<file path="src/rtl/case_cmd_if.sv">
// Command-in / issue-out handshake bundle for the case-mux command sequencer.
// The slave side buffers commands and issues sel/data beats.
interface case_cmd_if #(
  parameter int CNT_W = 4
);
  logic             cmd_valid;
  logic             cmd_ready;
  logic [2:0]       cmd_sel;
  logic [7:0]       cmd_data;
  logic [CNT_W-1:0] cmd_rpt;
  logic [2:0]       sel;
  logic [7:0]       data;
  logic             issue_valid;
  logic             issue_ready;

  modport master (
    output cmd_valid, cmd_sel, cmd_data, cmd_rpt, issue_ready,
    input  cmd_ready, sel, data, issue_valid
  );

  modport slave (
    input  cmd_valid, cmd_sel, cmd_data, cmd_rpt, issue_ready,
    output cmd_ready, sel, data, issue_valid
  );
endinterface

</file>
<file path="src/rtl/case_cmd_sequencer.sv">
// Command FIFO plus repeat-issue FSM feeding the 3-bit-select case mux.
// Each command drives sel/data for (rpt+1) accepted beats.
module case_cmd_sequencer #(
  parameter int DEPTH = 4,
  parameter int CNT_W = 4
) (
  input  logic                     clk,
  input  logic                     rst_n,
  input  logic                     flush,
  case_cmd_if.slave                bus,
  output logic [$clog2(DEPTH):0]   level,
  output logic                     busy
);
  localparam int PW = $clog2(DEPTH);
  localparam int LW = PW + 1;
  localparam int EW = 11 + CNT_W;

  typedef enum logic {IDLE, ISSUE} state_e;

  logic [EW-1:0]    mem_q [DEPTH];
  logic [PW-1:0]    wr_q, rd_q;
  logic [LW-1:0]    level_q, level_d;
  logic [CNT_W-1:0] cnt_q;
  logic [2:0]       sel_q;
  logic [7:0]       data_q;
  logic             vld_q;
  state_e           state_q;

  logic             push, pop, accept, last;
  logic [EW-1:0]    head;

  always_comb begin
    bus.cmd_ready = (level_q != LW'(DEPTH)) && !flush && rst_n;
    push    = bus.cmd_valid && bus.cmd_ready;
    accept  = (state_q == ISSUE) && bus.issue_ready;
    last    = (cnt_q == '0);
    // A pop refills the issue regs at the edge the last beat retires
    pop     = (level_q != '0) && !flush &&
              ((state_q == IDLE) || (accept && last));
    head    = mem_q[rd_q];
    level_d = level_q + LW'(push) - LW'(pop);
  end

  always_ff @(posedge clk) begin
    if (push) mem_q[wr_q] <= {bus.cmd_sel, bus.cmd_data, bus.cmd_rpt};
  end

  always_ff @(posedge clk) begin
    if (!rst_n) begin
      wr_q    <= '0;
      rd_q    <= '0;
      level_q <= '0;
      cnt_q   <= '0;
      sel_q   <= '0;
      data_q  <= '0;
      vld_q   <= 1'b0;
      state_q <= IDLE;
    end else if (flush) begin
      wr_q    <= '0;
      rd_q    <= '0;
      level_q <= '0;
      cnt_q   <= '0;
      vld_q   <= 1'b0;
      state_q <= IDLE;
    end else begin
      level_q <= level_d;
      if (push) wr_q <= wr_q + PW'(1);
      if (pop)  rd_q <= rd_q + PW'(1);
      unique case (state_q)
        IDLE: begin
          if (pop) begin
            {sel_q, data_q, cnt_q} <= head;
            vld_q   <= 1'b1;
            state_q <= ISSUE;
          end
        end
        ISSUE: begin
          if (accept) begin
            if (!last) begin
              cnt_q <= cnt_q - CNT_W'(1);
            end else if (pop) begin
              {sel_q, data_q, cnt_q} <= head;
            end else begin
              vld_q   <= 1'b0;
              state_q <= IDLE;
            end
          end
        end
        default: state_q <= IDLE;
      endcase
    end
  end

  assign bus.sel         = sel_q;
  assign bus.data        = data_q;
  assign bus.issue_valid = vld_q;
  assign level           = level_q;
  assign busy            = (state_q == ISSUE) || (level_q != '0);
endmodule

</file>
<file path="src/flat_wrapper.sv">
// flat-port wrapper written by rule: the top's interface ports become plain ports
module case_cmd_sequencer_flat 
#(
  parameter int DEPTH = 4,
  parameter int CNT_W = 4
)
  (clk, rst_n, flush, level, busy, bus_cmd_valid, bus_cmd_sel, bus_cmd_data, bus_cmd_rpt, bus_issue_ready, bus_cmd_ready, bus_sel, bus_data, bus_issue_valid);
  case_cmd_if #(.CNT_W(CNT_W)) bus_i ();
  input  logic clk;
  input  logic rst_n;
  input  logic flush;
  output logic [$clog2(DEPTH):0] level;
  output logic busy;
  input wire logic [$bits(bus_i.cmd_valid)-1:0] bus_cmd_valid;
  input wire logic [$bits(bus_i.cmd_sel)-1:0] bus_cmd_sel;
  input wire logic [$bits(bus_i.cmd_data)-1:0] bus_cmd_data;
  input wire logic [$bits(bus_i.cmd_rpt)-1:0] bus_cmd_rpt;
  input wire logic [$bits(bus_i.issue_ready)-1:0] bus_issue_ready;
  output wire logic [$bits(bus_i.cmd_ready)-1:0] bus_cmd_ready;
  output wire logic [$bits(bus_i.sel)-1:0] bus_sel;
  output wire logic [$bits(bus_i.data)-1:0] bus_data;
  output wire logic [$bits(bus_i.issue_valid)-1:0] bus_issue_valid;
  assign bus_i.cmd_valid = bus_cmd_valid;
  assign bus_i.cmd_sel = bus_cmd_sel;
  assign bus_i.cmd_data = bus_cmd_data;
  assign bus_i.cmd_rpt = bus_cmd_rpt;
  assign bus_i.issue_ready = bus_issue_ready;
  assign bus_cmd_ready = bus_i.cmd_ready;
  assign bus_sel = bus_i.sel;
  assign bus_data = bus_i.data;
  assign bus_issue_valid = bus_i.issue_valid;
  case_cmd_sequencer #(.DEPTH(DEPTH), .CNT_W(CNT_W)) u_core (.clk(clk), .rst_n(rst_n), .flush(flush), .bus(bus_i), .level(level), .busy(busy));
endmodule
</file>
<file path="config.mk">
export PLATFORM = sky130hd
export DESIGN_NAME = case_cmd_sequencer_flat
export DESIGN_NICKNAME = d
export VERILOG_FILES = /design/src/rtl/case_cmd_if.sv /design/src/rtl/case_cmd_sequencer.sv /design/src/flat_wrapper.sv
export SDC_FILE = /design/constraint.sdc
export NUM_CORES = 1
export LEC_CHECK = 0
export ABC_AREA = 1
export CORE_UTILIZATION = 52
export CTS_BUF_LIST = sky130_fd_sc_hd__clkbuf_2
export DETAILED_ROUTE_END_ITERATION = 12
export PLACE_DENSITY_LB_ADDON = 0.08
export SLEW_MARGIN = 25
export SYNTH_ARGS = -nofsm -noshare
export SYNTH_HDL_FRONTEND = slang
export SYNTH_SLANG_ARGS = --single-unit
</file>
<file path="constraint.sdc">
create_clock -name clk -period 2.18 [get_ports clk]
set_clock_uncertainty 0.1 [all_clocks]
set_input_delay 0.436 -clock clk [delete_from_list [all_inputs] [get_ports clk]]
set_output_delay 0.436 -clock clk [all_outputs]
set_load 0.03 [all_outputs]
</file>
Yosys cells after proc, flatten, opt, wreduce, memory -nomap -nowiden. Memory sizes are Yosys's and may differ from the RTL's. A register that Yosys moved wholly into a read port is not among the register bits. Cells that the tools add are included.

Flip-flop bits (word level): 24. RAM bits: 60. Input bits: 20. Output and inout bits: 17. Word-level logic and storage cells: 62. Memories kept: 1.

Add/sub/neg operators: 5. Eq/ne operators: 5. Multiplexer cells: 25. Bitwise gates (word level): 3. Reductions and logical operators: 15.

Memory list: u_core.mem_q (words 4, bits a word 15, rd ports 1, clocked after memory_dff 1, wr ports 1, line case_cmd_sequencer.sv:20) `logic [EW-1:0] mem_q [DEPTH];`.

Operators with widths (count): 2-to-1 mux 8 bit (3); one-hot mux 8 bit (2 select lines) (1); 2-to-1 mux 4 bit (3); 2-to-1 mux 1 bit (9); 2-to-1 mux 3 bit (3); one-hot mux 4 bit (2 select lines) (1); logical AND 1 bit (7); != test 2 bit, second input constant (3); one-hot mux 3 bit (2 select lines) (1); adder 2 x 1 -> 2 bit, second input constant (2); logical NOT 4 bit (1); 2-to-1 mux 2 bit (2); one-hot mux 1 bit (2 select lines) (2); AND reduction 4 bit (1); subtractor 4 x 1 -> 4 bit, second input constant (1); adder 3 x 1 -> 3 bit (1); != test 3 bit, second input constant (1); inverter 1 bit (3); AND reduction 3 bit (1); nonzero test 3 bit (1); subtractor 3 x 1 -> 3 bit (1); logical OR 1 bit (2); != test 2 x 1 -> 1 bit, second input constant (1); OR reduction 2 bit (1); logical NOT 1 bit (1).

Longest topological paths before layout.
Depth after elaboration: 8. Depth in mapped cells: 12. Depth with buffers taken out: 11.

Worst setup path after synthesis. Ideal clock, no wire load.

Path type: input -> register. From: input port flush. To: memory u_core.mem_q[0][0] (netlist name), enable pin. Library setup time: 387 ps. Arrival time: 2095 ps. Data required time: 1693 ps. Path slack: -402 ps. Cell stages on the path: 5. Buffers on the path: 0. Cell sequence: inv_1 -> nand2_1 -> nor2_1 -> nand2_1 -> nor2_1.

Word-level cells in the longest chain between the ends: 6.

RTL lines: start: declaration (line flat_wrapper.sv:11) `input logic flush;`; logical NOT 1 bit (line case_cmd_sequencer.sv:33) `bus.cmd_ready = (level_q != LW'(DEPTH)) && !flush && rst_n;`; logical AND 1 bit (2 in a row) (line case_cmd_sequencer.sv:33); named net bus_cmd_ready (line flat_wrapper.sv:19) `output wire logic [$bits(bus_i.cmd_ready)-1:0] bus_cmd_ready;`; logical AND 1 bit (line case_cmd_sequencer.sv:34) `push = bus.cmd_valid && bus.cmd_ready;`; 2-to-1 mux 1 bit (line case_cmd_sequencer.sv:45) `if (push) mem_q[wr_q] <= {bus.cmd_sel, bus.cmd_data, bus.cmd_rpt};`; 2-to-1 mux 1 bit (not written as such) (line case_cmd_sequencer.sv:45); end: declaration (line case_cmd_sequencer.sv:20).

The timed path passes the listed nets, and every way through them passes these cells.

Worst setup path after layout.
From: register u_core.level_q[1] (netlist: u_core.level[1]). To: output port level[1].

RTL lines: start: declaration (line case_cmd_sequencer.sv:22) `logic [LW-1:0] level_q, level_d;`; start signal: assignment (line case_cmd_sequencer.sv:66) `level_q <= level_d;`; end: declaration (line flat_wrapper.sv:12) `output logic [$clog2(DEPTH):0] level;`.

No word-level cell between the ends.

==> metrics.txt <==
Net Count, Synth 371; Slew HR 0.6864; P per Cell Area 641.1 nW/um^2; worst hold start u_core.cnt_q[0]; leakage power figure about 1.8 nW; Post-synth EDFFs 60; grt total ovfl 0; via/cell ratio just over 5; FMAX 471.6 MHz; crit path launch type register; CTS tree done; Arr. time, crit path 1.58 ns; clock root cell clkbuf_2; I/O pin cnt 37; worst skew pair latency 0.50 ns; drt drc 0; register area share after synthesis 0.6528; CP endpoint kind output pin; crit path kind reg -> out; nets 425; setup slack, reg-to-reg 0.15 ns; cell count after synthesis 343; pin count of the biggest net entering global routing 32; worst-margin pin slew 0.4699 ns; die footprint 7176 sq um; WL final 6606 microns; number of nets with antenna violations after routing 0; Top FF cell, synth edfxtp_1; buffers added on ports 36; outcome completed; DR iter-0 viols 126; Reg2Reg Depth 11; commonest cells after routing, fill and taps aside edfxtp_1 (60), nor2_1 (54), nand2_1 (43); crit-path max FO 4; Slew Viols, Final 0; Critical Path RT around 1.6 ns; worst flop-to-flop path endpoint u_core.level[2]; gp weighted congestion between 0.8 and 0.9; Finished Core Util 0.6658; overall die width ~85 microns; Clk pin slew, worst setup/hold paths 0.23 ns; share of cells above drive strength 1 0.1393; Final setup viols 0; fin crit share 0.9727; Async SR Flop Fraction 0; Final min period 2.120 ns; CTS sink count 86; Final Hold Fails 0; worst ir drop on vdd 476.6 uV; cts hold-fix bufs 0; total CTS buffers 9; clock buffer depth 2; Row Count 29; max-cap violations 0; first-pass GRT wire length 11060 microns; total power between 0.002 and 0.003 W; First-pass DRT Iterations 7; fillers approximately 520; HP Class reg -> reg; vias in the first global route 2294; Top Family by Delay on Critical Path buffers and inverters; Die Y 84.71 microns; CP cell instances clkdlybuf4s50_1; synthesis-to-finish area growth 20.89%; Core Region 6459 sq um; FF+latch count, synth 86; Antenna Cells 0; Hold Crit Endpoint u_core.cnt_q[0]; Largest stage delay, worst path 0.67 ns; Non-Filler Instances about 480; initial antenna violation count 0; Cells after DPL 461; GRT Total Usage 0.2054; worst path bufs/invs 1; most common cell after layout, fill and taps aside edfxtp_1; Synth cell types 27; Post-DP HPWL 4302 microns; via count about 2400; drt wl/cell 13.79 microns; CP max stage cell clkdlybuf4s50_1; mapped cell area around 3600 sq um; Starting Density 0.5508; warning count from the yosys run 0; # H-tree levels 3; FF-to-FF Start u_core.cnt_q[1]; Hold Path Cell Cnt 2; Post-Syn Area per Cell 10.37 sq um
## worst max path at each step
stage / start / end / slack (ns) / depth (start not counted)
floorplan: bus_issue_ready / u_core.level[2] / 0.003 / 10
global placement: bus_issue_ready / u_core.level[2] / -0.34 / 9
detailed placement: bus_issue_ready / u_core.level[2] / -0.38 / 9
CTS: u_core.level[0] / level[0] / 0.01 / 1
global route: u_core.level[1] / level[1] / -0.002 / 1
finish: u_core.level[1] / level[1] / 0.06 / 1
## logic make-up (layout without fill, tap and decap cells)
logic type                 count (synthesis)  in the layout  synth area share
buffers and inverters                     54            113           0.06261
AOI/OAI and AO/OA                         66             66           0.09884
xor gates and xnor gates                   3              3          0.007388
DFF                                       86             86            0.6528
and+or+nand+nor                          126            126            0.1481
adders and majority gates                  8              8           0.03025
## sequential cells by signal (all words and copies together), names as in the netlist, named ones only
| name | cells |
|---|---|
| u_core.cnt_q | 4 |
| u_core.mem_q | 60 |
| u_core.level | 3 |
| u_core.bus.sel | 3 |
| u_core.bus.data | 8 |
| u_core.bus.issue_valid | 1 |
| u_core.rd_q | 2 |
| u_core.wr_q | 2 |
| u_core.state_q | 1 |
## report_power, final
group / switching [W] / internal [W]
Combinational: 0.000157 / 0.000120
Clock: 0.000535 / 0.000152
Sequential: 0.0000155 / 0.00178
Total: 0.000707 / 0.00205
## layer usage
| metal | routed length (microns) | vias up | global-route usage |
|---|---|---|---|
| met2 | 3035 | 57 | 0.3082 |
| li1 | - | 1260 | - |
| met1 | 3189 | 1109 | 0.3022 |
| met4 | 83 | 0 | 0.07396 |
| met5 | 0 | - | 0 |
| met3 | 297 | 7 | 0.03638 |
## synthesized netlist by cell type, types with 2 or more instances
cell,n,area share
a21oi_1,11,0.015
nand2_1,44,0.046
edfxtp_1,60,0.51
ha_1,7,0.025
xor2_1,2,0.0049
nor2_1,59,0.062
o22ai_1,11,0.019
nand3_1,15,0.021
inv_1,42,0.044
o21ai_0,35,0.049
buf_2,5,0.0070
clkbuf_1,5,0.0053
and3_1,2,0.0035
o21ai_1,7,0.0098
dfxtp_1,26,0.15
## cell type report
class | instances | area (sq um) | share of cell area
inverters | 43 | 163.9 | 0.03811
well taps | 77 | 96.34 | 0.02240
flip-flops and latches | 86 | 2330 | 0.5418
clock inverters | 7 | 46.29 | 0.01077
repair buffers | 54 | 566.8 | 0.1318
multi-input cells | 203 | 1052 | 0.2447
clock buffers | 9 | 45.04 | 0.01047
## repair_timing
action | in CTS | in global routing
endpoints found under the setup margin | 1 | 6
setup buffers | 0 | 2
resized for setup | 2 | 9
pin swaps | 0 | 2
## stage by stage
step / hold slack [ns] / area [sq um] / TNS (ns) / worst slack, ns
after floorplan: 0.3555 / 3600 / 0 / 0.003020
after global placement: 0.3734 / 4172 / -0.5212 / -0.3447
after detailed placement: 0.3827 / 4172 / -0.5777 / -0.3773
after CTS: 0.3914 / 4263 / 0 / 0.009980
after global routing: 0.3837 / 4300 / -0.002344 / -0.002344
final: 0.4053 / 4300 / 0 / 0.05951
Power figures use the tool's default switching activity.
